`config.mk`:
```
export PLATFORM = sky130hd
export DESIGN_NAME = uart_receiver
export DESIGN_NICKNAME = d
export VERILOG_FILES = /design/src/rtl/uart_receiver.sv
export SDC_FILE = /design/constraint.sdc
export NUM_CORES = 1
export LEC_CHECK = 0
export CORE_AREA = 2 2 66 68
export CTS_BUF_LIST = sky130_fd_sc_hd__clkbuf_8
export CTS_CLUSTER_DIAMETER = 30
export DETAILED_ROUTE_END_ITERATION = 16
export DIE_AREA = 0 0 68 70
export GPL_ROUTABILITY_DRIVEN = 1
export HOLD_SLACK_MARGIN = 0.12
export PLACE_DENSITY = 0.73
export SETUP_SLACK_MARGIN = 0.02
export SYNTH_ARGS = -nofsm -noshare
export SYNTH_HDL_FRONTEND = slang
export SYNTH_SLANG_ARGS = --single-unit
```
`constraint.sdc`:
```
create_clock -name clk -period 6.7 [get_ports clk]
set_input_delay 1.34 -clock clk [delete_from_list [all_inputs] [get_ports clk]]
set_output_delay 1.34 -clock clk [all_outputs]
set_load 0.01 [all_outputs]
```
`src/rtl/uart_receiver.sv`:
```
// 8N1 UART receiver: start-bit mid-point qualification, then one sample per bit period.
// o_data[0] holds the first data bit on the line; o_dbg_state exposes the FSM state.
module uart_receiver #(
    parameter int CYCLES_PER_SAMPLE = 10416
) (
    input  logic       clk,
    input  logic       r_reset,
    input  logic       i_rx,
    output logic [0:7] o_data,
    output logic       o_valid,
    output logic       o_frame_error,
    output logic       o_busy,
    output logic [2:0] o_dbg_state
);

    localparam int          HALF_SAMPLE = CYCLES_PER_SAMPLE / 2;
    localparam logic [15:0] LAST_BIT    = 16'(CYCLES_PER_SAMPLE - 1);
    localparam logic [15:0] LAST_HALF   = 16'(HALF_SAMPLE - 1);

    typedef enum logic [2:0] {
        IDLE    = 3'd0,
        START   = 3'd1,
        DATA    = 3'd2,
        STOP    = 3'd3,
        RECOVER = 3'd4
    } state_t;

    state_t      r_state;
    logic        r_sync1;
    logic        r_sync2;
    logic [15:0] r_cnt;
    logic [3:0]  r_idx;
    logic [0:7]  r_shreg;
    logic        w_rx_s;

    assign w_rx_s      = r_sync2;
    assign o_dbg_state = r_state;

    // Handshake: none. o_valid is a single-cycle strobe with no ready; the consumer
    // must take o_data in that cycle, and o_data then holds until the next strobe.
    always_ff @(posedge clk) begin
        if (r_reset) begin
            r_state       <= IDLE;
            r_sync1       <= 1'b1;
            r_sync2       <= 1'b1;
            r_cnt         <= '0;
            r_idx         <= '0;
            r_shreg       <= '0;
            o_data        <= '0;
            o_valid       <= 1'b0;
            o_frame_error <= 1'b0;
            o_busy        <= 1'b0;
        end else begin
            r_sync1       <= i_rx;
            r_sync2       <= r_sync1;
            o_valid       <= 1'b0;
            o_frame_error <= 1'b0;
            case (r_state)
                IDLE: begin
                    if (!w_rx_s) begin
                        r_state <= START;
                        r_cnt   <= '0;
                        o_busy  <= 1'b1;
                    end
                end
                START: begin
                    // A low that does not survive to mid-bit is a glitch, not a start bit.
                    if (r_cnt == LAST_HALF) begin
                        r_cnt <= '0;
                        if (!w_rx_s) begin
                            r_state <= DATA;
                            r_idx   <= '0;
                        end else begin
                            r_state <= IDLE;
                            o_busy  <= 1'b0;
                        end
                    end else begin
                        r_cnt <= r_cnt + 16'd1;
                    end
                end
                DATA: begin
                    if (r_cnt == LAST_BIT) begin
                        r_shreg[r_idx[2:0]] <= w_rx_s;
                        r_cnt               <= '0;
                        r_idx               <= r_idx + 4'd1;
                        if (r_idx == 4'd7)
                            r_state <= STOP;
                    end else begin
                        r_cnt <= r_cnt + 16'd1;
                    end
                end
                STOP: begin
                    if (r_cnt == LAST_BIT) begin
                        r_cnt <= '0;
                        if (w_rx_s) begin
                            o_data  <= r_shreg;
                            o_valid <= 1'b1;
                            r_state <= IDLE;
                            o_busy  <= 1'b0;
                        end else begin
                            o_frame_error <= 1'b1;
                            r_state       <= RECOVER;
                        end
                    end else begin
                        r_cnt <= r_cnt + 16'd1;
                    end
                end
                RECOVER: begin
                    // Wait out a break so a held-low line cannot look like a new start bit.
                    if (w_rx_s) begin
                        r_state <= IDLE;
                        o_busy  <= 1'b0;
                    end
                end
                default: begin
                    r_state <= IDLE;
                    o_busy  <= 1'b0;
                end
            endcase
        end
    end

endmodule

```
==> flow_metrics.py, run 1 <==
metrics = {
    "sta": {
        "finalSetupViolCount": 0,
        "fin_skew_ns": 0.00220,
        "tns_ns": 0,
        "max_slew_margin_pct": 36.6,
        "hold_viol": 0,
        "rsz0062_at_grt": "false",
        "hold_slack_ns": 0.417,
        "fin_crit_ns": 3.01,
        "clock.fmax_ghz": 0.332,
        "timing_max_transition_violations_final": 0,
        "fin_crit_sh_pct": 45.0,
        "worst_pin_slew_ns": 0.944,
    },
    "floorplanning": {
        "fp.dieW_um": 68,
        "initial_core_util_pct": 51.4,
        "pin_count": 17,
        "core-area_mm2": 0.00414,
        "die_area_mm2": 0.00476,
        "fp.dieH_um": 70,
        "rows": 24,
    },
    "yosys": {
        "synth_edf_count": 0,
        "synth_warnings": 0,
        "avgSynthCellArea_um2": 8.30,
        "ys_seq_area_share_pct": 41.3,
        "synth_seq_cells": 44,
        "ys.flop_type": "dfxtp_1",
        "async_reset_ff_share_pct": 0,
        "syn-num-nets": 262,
        "synthCells": 257,
        "synth.distinct_cells": 44,
        "syn_area_mm2": 0.00213,
    },
    "clock_tree": {
        "root_buffer": "clkbuf_8",
        "cts_hold_buf": 0,
        "cts.sinks": 44,
        "cts_buffers": 5,
        "clockBufferDepth": 2,
        "htree_num_levels": 2,
        "cts_setup_buffers": 0,
        "clk_pin_slew_ns": 0.09,
        "cts_tree": "yes",
        "clk_latency_ns": 0.30,
        "postCtsResizedCells": 0,
    },
    "power_and_ir_drop": {
        "p_per_area_mw_per_mm2": 204,
        "ir_worst_vdd_v": 0.000124,
        "leakage_nw": 0.866,
    },
    "critical_path": {
        "r2r-end": "r_cnt[13]",
        "r2r_setup_slack_ns": 4.26,
        "crit_path_top_delay_cell": "dfxtp_1",
        "critical-path-max-stage-delay_ns": 0.72,
        "path_delay_family": "flip-flops",
        "start_kind": "flop",
        "crit_buf_inv": 1,
        "r2r_cells": 6,
        "cp-end-kind": "output pin",
        "cp_data_arrival_time_ns": 1.67,
        "path_class": "reg -> out",
        "crit_chain": "clkdlybuf4s50_1",
        "crit_cells": 1,
        "critPathMaxFanout": 19,
        "cp.required_ns": 5.36,
        "rr_startpoint": "r_cnt[0]",
    },
    "place": {
        "place.gp.congestion": 0.854,
        "hpwlAfterDp_mm": 3.11,
        "port_buffers": 16,
    },
    "cells_and_area": {
        "antenna_cells": 0,
        "final_core_utilization_pct": 58.9,
        "fin_nets": 275,
        "multiInputGateArea_mm2": 0.00119,
        "fill_cells": 368,
        "final_layout_size_suffix_gt1_share_pct": 6.64,
        "syn_to_final_growth_pct": 14.6,
        "regArea_um2": 881,
    },
    "flow_run": {
        "drv_cap": 0,
    },
    "global_routing": {
        "grt_pass1_wl_mm": 7.94,
        "grt_remaining_overflow": 0,
        "grt_pass1_vias": 1682,
        "track_usage_pct": 21.2,
        "antenna_found_initial": 0,
        "grt_max_degree": 38,
    },
    "hold_path": {
        "hp-start": "r_sync1",
        "hold_path_depth": 1,
        "hold_end": "r_sync2",
        "hp-class": "reg -> reg",
    },
    "detailed_routing": {
        "ant_nets": 0,
        "via_per_inst": 5.93,
        "drc_errors": 0,
        "first_iter_violations": 139,
        "wirelength_mm": 4.63,
        "via_count": 1916,
        "wire_per_inst_um": 14.3,
        "drt-pass1-iter-count": 4,
    },
    "status": {
        "outcome": "finished clean",
    },
}
## layout make-up
cell class / instances / area share (%)
clock inverter: 3 / 1.90
timing repair buffer: 18 / 7.17
sequential: 44 / 36.1
tap: 52 / 2.66
multi-input combinational: 196 / 48.6
clock buffer: 5 / 2.82
inverter: 5 / 0.768
## Yosys cell counts, drive strengths merged, types with 2 or more instances
master	number	share of area, %
a211oi	4	1.4
a21o	5	1.8
a21oi	17	4.2
a221o	3	1.4
a22o	4	1.6
a31oi	4	1.2
and3	6	1.8
clkbuf	12	2.1
dfxtp	44	41
ha	2	1.2
inv	5	0.88
mux2i	8	3.8
nand2	36	6.3
nand2b	3	0.88
nand3	14	3.3
nand3b	2	0.70
nand4	7	2.1
nand4b	6	2.5
nor2	24	4.2
nor3	7	1.6
nor3b	2	0.70
nor4	4	1.2
nor4bb	2	0.94
o21ai	9	2.1
or2	2	0.59
or3	5	1.5
or4	5	2.1
## worst max path at each step
stage                                 to            from  slack (ns)
after floorplan                r_cnt[13]         r_reset        4.38
after global placement          r_cnt[8]         r_reset        3.64
after detailed placement        r_cnt[8]         r_reset        3.60
after CTS                 o_dbg_state[2]  o_dbg_state[2]        3.67
after global routing      o_dbg_state[2]  o_dbg_state[2]        3.60
final                     o_dbg_state[2]  o_dbg_state[2]        3.69
## per-layer routing
| layer | global-route usage [%] | part of all wire [%] | up-vias |
|---|---|---|---|
| li1 | - | - | 983 |
| met1 | 32.5 | 52 | 879 |
| met2 | 28.8 | 42 | 47 |
| met3 | 4.99 | 4.7 | 7 |
| met4 | 7.33 | 1.4 | 0 |
| met5 | 0 | 0 | - |
## power by group
part / switching, mW / total, mW / leakage, nW / internal, mW
registers: 0.00285 / 0.266 / 0.355 / 0.263
logic: 0.0124 / 0.0203 / 0.456 / 0.00797
clock network: 0.100 / 0.212 / 0.0548 / 0.112
## cell families after synthesis
kind of cell	share of synthesized area [%]
mux	4.28
simple gates	32.2
buf+inv	2.99
fa+ha+maj	1.17
flops	41.3
compound gates	18.0
## state kept, by name (all words and copies together) (netlist names), 3 cells and up
signal	count
o_data	8
r_idx	4
r_shreg	8
r_cnt	16
o_dbg_state	3
## placed cells by master (no fill, tap or decap), types with 5 or more instances in the layout
master / netlist / layout
o21ai_0: 9 / 9
nor2_1: 24 / 24
nand4_1: 7 / 7
clkbuf_8: 0 / 5
nor3_1: 7 / 7
mux2i_1: 8 / 8
clkdlybuf4s50_1: 0 / 16
or3_1: 5 / 5
nand4b_1: 6 / 6
dfxtp_1: 44 / 44
inv_1: 5 / 5
and3_1: 6 / 6
nand2_1: 36 / 36
nand3_1: 14 / 14
a21oi_1: 16 / 16
a21o_1: 5 / 5
## metrics by stage
step                instance area (µm²)  setup slack (ns)  std cells  total power, mW
floorplan                          2130              4.38        257            0.285
global placement                   2330              3.64        315            0.292
detailed placement                 2330              3.60        315            0.292
CTS                                2440              3.67        323            0.501
global route                       2440              3.60        323            0.516
finish                             2440              3.69        323            0.498
Note: power is estimated with default switching activity, not from simulation.
==> inputs of run 2 (changes only) <==
--- a/config.mk
+++ b/config.mk
@@ -12,7 +12,7 @@
 export DIE_AREA = 0 0 68 70
 export GPL_ROUTABILITY_DRIVEN = 1
 export HOLD_SLACK_MARGIN = 0.12
-export PLACE_DENSITY = 0.73
+export PLACE_DENSITY = 0.76
 export SETUP_SLACK_MARGIN = 0.02
 export SYNTH_ARGS = -nofsm -noshare
 export SYNTH_HDL_FRONTEND = slang
==> constraint.sdc (replaced) <==
create_clock -name clk -period 2.6 [get_ports clk]
set_input_delay 0.52 -clock clk [delete_from_list [all_inputs] [get_ports clk]]
set_output_delay 0.52 -clock clk [all_outputs]
set_load 0.01 [all_outputs]
==> run 2 against run 1 <==
Against the previous run: sequential share of layout area grew 0.15 points; clock skew grew 0.0072 ns; die area is the same; clock power grew 120%; via count grew 2.9%.
==> flow_metrics.py, run 2 (synthesized netlist as in run 1, its figures left out) <==
metrics = {
    "status": {
        "outcome": "finished clean",
    },
    "floorplanning": {
        "die_area_mm2": 0.00476,
        "core-area_mm2": 0.00414,
        "pin_count": 17,
        "rows": 24,
        "fp.dieW_um": 68,
        "initial_core_util_pct": 51.4,
        "fp.dieH_um": 70,
    },
    "sta": {
        "finalSetupViolCount": 0,
        "fin_crit_ns": 2.39,
        "tns_ns": 0,
        "rsz0062_at_grt": "false",
        "clock.fmax_ghz": 0.418,
        "max_slew_margin_pct": 38.0,
        "hold_viol": 0,
        "fin_skew_ns": 0.00938,
        "timing_max_transition_violations_final": 0,
        "fin_crit_sh_pct": 92.0,
        "worst_pin_slew_ns": 0.924,
    },
    "clock_tree": {
        "postCtsResizedCells": 0,
        "clk_pin_slew_ns": 0.09,
        "cts_setup_buffers": 0,
        "cts.sinks": 44,
        "clockBufferDepth": 2,
        "cts_tree": "yes",
        "clk_latency_ns": 0.30,
        "cts_hold_buf": 0,
        "root_buffer": "clkbuf_8",
        "cts_buffers": 5,
        "htree_num_levels": 2,
    },
    "global_routing": {
        "grt_pass1_vias": 1720,
        "track_usage_pct": 21.9,
        "grt_remaining_overflow": 0,
        "grt_pass1_wl_mm": 7.99,
        "grt_max_degree": 34,
        "antenna_found_initial": 0,
    },
    "cells_and_area": {
        "final_common_cell": "dfxtp_1",
        "fin_nets": 276,
        "layout_common_cells": "dfxtp_1, nand2_1, nor2_1",
        "top_regs": "r_cnt x16, o_data x8, r_shreg x8",
        "antenna_cells": 0,
        "final_layout_size_suffix_gt1_share_pct": 6.99,
        "syn_to_final_growth_pct": 14.1,
        "regMostFlops": "r_cnt",
        "largest_reg_flops": 16,
    },
    "power_and_ir_drop": {
        "leakage_nw": 0.859,
        "total_power_mw": 1.19,
        "ir_worst_vdd_v": 0.000381,
        "p_per_area_mw_per_mm2": 491,
    },
    "detailed_routing": {
        "drc_errors": 0,
        "wire_per_inst_um": 14.8,
        "wirelength_mm": 4.80,
        "drt-pass1-iter-count": 4,
        "via_per_inst": 6.08,
        "via_count": 1971,
        "first_iter_violations": 129,
        "ant_nets": 0,
    },
    "place": {
        "hpwlAfterDp_mm": 3.20,
        "place.gp.congestion": 0.868,
        "port_buffers": 16,
    },
    "critical_path": {
        "cp_data_arrival_time_ns": 2.59,
        "start_kind": "flop",
        "crit_chain": "ha_1, nand4b_1, or4_4, a21oi_2, nor3_1, a221o_1",
        "path_class": "reg -> reg",
        "critPathMaxFanout": 8,
        "cp-end-kind": "flop",
        "cp.required_ns": 2.79,
        "critical-path-max-stage-delay_ns": 0.61,
        "crit_path_top_delay_cell": "or4_4",
        "path_delay_family": "simple AND/OR/NAND/NOR gates",
        "crit_buf_inv": 0,
    },
    "hold_path": {
        "hp-class": "reg -> reg",
    },
    "flow_run": {
        "drv_cap": 0,
    },
}
==> run 2: changes by cell type in the layout (fill, tap and decap cells not counted) <==
| cell | delta |
|---|---|
| buf_4 | +1 |
| clkbuf_8 | +1 |
| clkinvlp_4 | +1 |
| inv_6 | -1 |
| bufinv_16 | -1 |
==> run 2: final cells by class <==
class | instances | area (µm²)
clock buffer | 6 | 82.6
clock inverter | 2 | 15.0
fill | 375 | 1710
inverter | 5 | 18.8
multi-input combinational | 196 | 1190
sequential | 44 | 881
tap | 52 | 65.1
timing repair buffer | 19 | 183
==> run 2: path summary, 6_finish.rpt <==
kind / startpoint / endpoint / slack [ns] / cells past startpoint
worst max-delay path: r_cnt[0] / r_cnt[8] / 0.21 / 6
worst min-delay path: r_sync1 / r_sync2 / 0.41 / 1
worst max register to register: r_cnt[0] / r_cnt[8] / 0.21 / 6
worst min register to register: r_sync1 / r_sync2 / 0.41 / 1
==> run 2: through the flow <==
| step | instance area (µm²) | hold WS (ns) | instances | utilization [%] | worst slack, ns |
|---|---|---|---|---|---|
| 6_report | 2430 | 0.407 | 324 | 58.7 | 0.208 |
| 5_1_grt | 2430 | 0.425 | 324 | 58.7 | 0.105 |
| 4_1_cts | 2430 | 0.416 | 324 | 58.7 | 0.253 |
| 2_1_floorplan | 2130 | 0.389 | 257 | - | 0.450 |
| 3_5_place_dp | 2330 | 0.399 | 316 | 56.3 | 0.279 |
| 3_3_place_gp | 2330 | 0.394 | 316 | 56.3 | 0.306 |
==> run 2: metal layers <==
layer / wire (µm) / vias up / global-route usage (%)
li1: - / 983 / -
met1: 2330 / 925 / 32.4
met2: 2110 / 53 / 30.6
met3: 267 / 10 / 5.31
met4: 85 / 0 / 8.22
met5: 0 / - / 0
==> run 2: power breakdown <==
part / total [mW] / switching [mW] / internal (mW)
clock network: 0.457 / 0.242 / 0.215
registers: 0.685 / 0.00729 / 0.677
logic: 0.0526 / 0.0320 / 0.0206
total: 1.19 / 0.281 / 0.913
==> run 2: worst register-to-register path, delay by kind of cell, from the launching register on <==
| family | cells | cell delay [ns] |
|---|---|---|
| compound gates | 2 | 0.61 |
| flops | 1 | 0.39 |
| fa+ha+maj | 1 | 0.25 |
| simple gates | 3 | 1.03 |
==> inputs of run 3 (changes only) <==
--- a/config.mk
+++ b/config.mk
@@ -5,14 +5,15 @@
 export SDC_FILE = /design/constraint.sdc
 export NUM_CORES = 1
 export LEC_CHECK = 0
-export CORE_AREA = 2 2 66 68
+export CORE_AREA = 2 2 55 82
 export CTS_BUF_LIST = sky130_fd_sc_hd__clkbuf_8
 export CTS_CLUSTER_DIAMETER = 30
 export DETAILED_ROUTE_END_ITERATION = 16
-export DIE_AREA = 0 0 68 70
+export DIE_AREA = 0 0 57 84
 export GPL_ROUTABILITY_DRIVEN = 1
 export HOLD_SLACK_MARGIN = 0.12
 export PLACE_DENSITY = 0.76
+export RECOVER_POWER = 50
 export SETUP_SLACK_MARGIN = 0.02
 export SYNTH_ARGS = -nofsm -noshare
 export SYNTH_HDL_FRONTEND = slang
==> run 3 against run 2 <==
Against the previous run: register-to-register slack about the same; first-iteration DRC count down 55%; flip-flop and latch count unchanged; clock skew down 0.0060 ns; clock power down 2%; wire length up 7.3%; die area up 0.59%; fmax about the same; count of clock-buffer cells in the layout unchanged; cell count down 0.62%; highest routed layer unchanged.
==> flow_metrics.py, run 3 (synthesized netlist as in run 1, its figures left out) <==
metrics = {
    "status": {
        "outcome": "finished clean",
    },
    "cells_and_area": {
        "final_common_cell": "dfxtp_1",
        "fin_nets": 280,
        "final_layout_size_suffix_gt1_share_pct": 7.97,
        "fill_cells": 375,
        "top_regs": "r_cnt x16, o_data x8, r_shreg x8",
        "regArea_um2": 881,
        "antenna_cells": 0,
        "largest_reg_flops": 16,
        "final_core_utilization_pct": 59.3,
        "layout_common_cells": "dfxtp_1, nand2_1, nor2_1",
        "regMostFlops": "r_cnt",
        "multiInputGateArea_mm2": 0.00119,
        "syn_to_final_growth_pct": 15.0,
    },
    "power_and_ir_drop": {
        "p_comb_share_pct": 4.8,
        "p_sw_share_pct": 23.2,
        "power.internal_mw": 0.913,
        "p_per_area_mw_per_mm2": 485,
        "clockPowerShare_pct": 37.8,
        "leakage_nw": 0.926,
        "seq_power_share_pct": 57.4,
        "p_sw_mw": 0.276,
        "ir_worst_vdd_v": 0.000478,
    },
    "detailed_routing": {
        "wirelength_mm": 5.15,
        "drt-pass1-iter-count": 4,
        "drc_errors": 0,
        "first_iter_violations": 58,
        "wire_per_inst_um": 16.0,
        "via_per_inst": 6.28,
        "ant_nets": 0,
        "via_count": 2021,
    },
    "floorplanning": {
        "fp.dieH_um": 84,
        "die_area_mm2": 0.00479,
        "pin_count": 17,
        "initial_core_util_pct": 51.5,
        "core-area_mm2": 0.00414,
        "fp.dieW_um": 57,
        "rows": 29,
    },
    "critical_path": {
        "critPathMaxFanout": 8,
        "critPathLaunch": "r_cnt[0]",
        "cp.required_ns": 2.79,
        "rr_startpoint": "r_cnt[0]",
        "r2r_setup_slack_ns": 0.21,
        "start_kind": "flop",
        "cp-end-kind": "flop",
        "cp_data_arrival_time_ns": 2.58,
        "path_class": "reg -> reg",
    },
    "clock_tree": {
        "clockBufferDepth": 2,
        "cts_hold_buf": 0,
        "cts_tree": "yes",
        "htree_num_levels": 2,
        "cts.sinks": 44,
        "root_buffer": "clkbuf_8",
        "cts_buffers": 5,
        "clk_pin_slew_ns": 0.08,
        "postCtsResizedCells": 0,
        "clk_latency_ns": 0.30,
        "cts_setup_buffers": 0,
    },
    "sta": {
        "fin_crit_ns": 2.39,
        "rsz0062_at_grt": "false",
        "worst_pin_slew_ns": 0.886,
        "tns_ns": 0,
        "clock.fmax_ghz": 0.418,
        "fin_skew_ns": 0.00335,
        "finalSetupViolCount": 0,
        "max_slew_margin_pct": 40.5,
        "fin_crit_sh_pct": 92.1,
        "timing_max_transition_violations_final": 0,
        "hold_viol": 0,
    },
    "global_routing": {
        "grt_use_met2_pct": 38.1,
        "antenna_found_initial": 0,
        "grt_max_degree": 20,
        "grt_pass1_wl_mm": 8.78,
        "grt_pass1_vias": 1895,
        "top_usage_layer": "met2",
        "gr-usage-met3_pct": 4.34,
        "track_usage_pct": 23.1,
        "grt_remaining_overflow": 0,
        "grt.met1_usage_pct": 26.3,
    },
    "hold_path": {
        "hp-start": "r_sync1",
        "hp-class": "reg -> reg",
    },
    "place": {
        "place.gp.congestion": 0.843,
        "port_buffers": 16,
        "hpwlAfterDp_mm": 3.68,
    },
    "flow_run": {
        "drv_cap": 0,
    },
}
## run 3: cell types whose count changed in the layout (fill, tap and decap cells not counted)
cell and change:
clkbuf_1 +1, dlygate4sd3_1 +15, buf_4 +3, clkdlybuf4s50_1 -15
## run 3: worst paths after layout
path / end / cells after the start
worst min register to register: r_sync2 / 1
worst min-delay path: r_sync2 / 1
worst max register to register: r_cnt[8] / 6
worst max-delay path: r_cnt[8] / 6
## run 3: per-layer routing
layer / up-vias / part of all wire, %
li1: 992 / -
met1: 942 / 40
met2: 61 / 52
met3: 26 / 3.2
met4: 0 / 4.5
met5: - / 0
## run 3: final cells by class
type	count	area share (%)
multi-input combinational	196	48.4
sequential	44	35.9
timing repair buffer	23	8.52
clock buffer	6	3.37
tap	46	2.35
inverter	5	0.766
clock inverter	2	0.613
## run 3: stage by stage
stage               hold WS, ns  power, mW  cells  setup WS (ns)  cell area, µm²
floorplan                 0.389      0.736    257          0.450            2130
global placement          0.393      0.757    314          0.318            2360
detailed placement        0.393      0.756    314          0.256            2360
CTS                       0.414       1.21    322          0.241            2450
global route              0.447       1.23    322         0.0949            2450
finish                    0.415       1.19    322          0.206            2450
## run 3: power groups by stage
stage	clock (mW)	sequential (mW)	combinational, mW
after floorplan	0	0.697	0.0383
after global placement	0	0.699	0.0580
after detailed placement	0	0.699	0.0575
after CTS	0.464	0.683	0.0583
after global routing	0.485	0.684	0.0615
final	0.449	0.683	0.0570
## run 3: worst max-delay path: stages (launching register included)
cell and delay, ns:
dfxtp_1 0.40, ha_1 0.25, nand4b_1 0.22, or4_4 0.62, a21oi_2 0.27, nor3_1 0.20
a221o_1 0.33
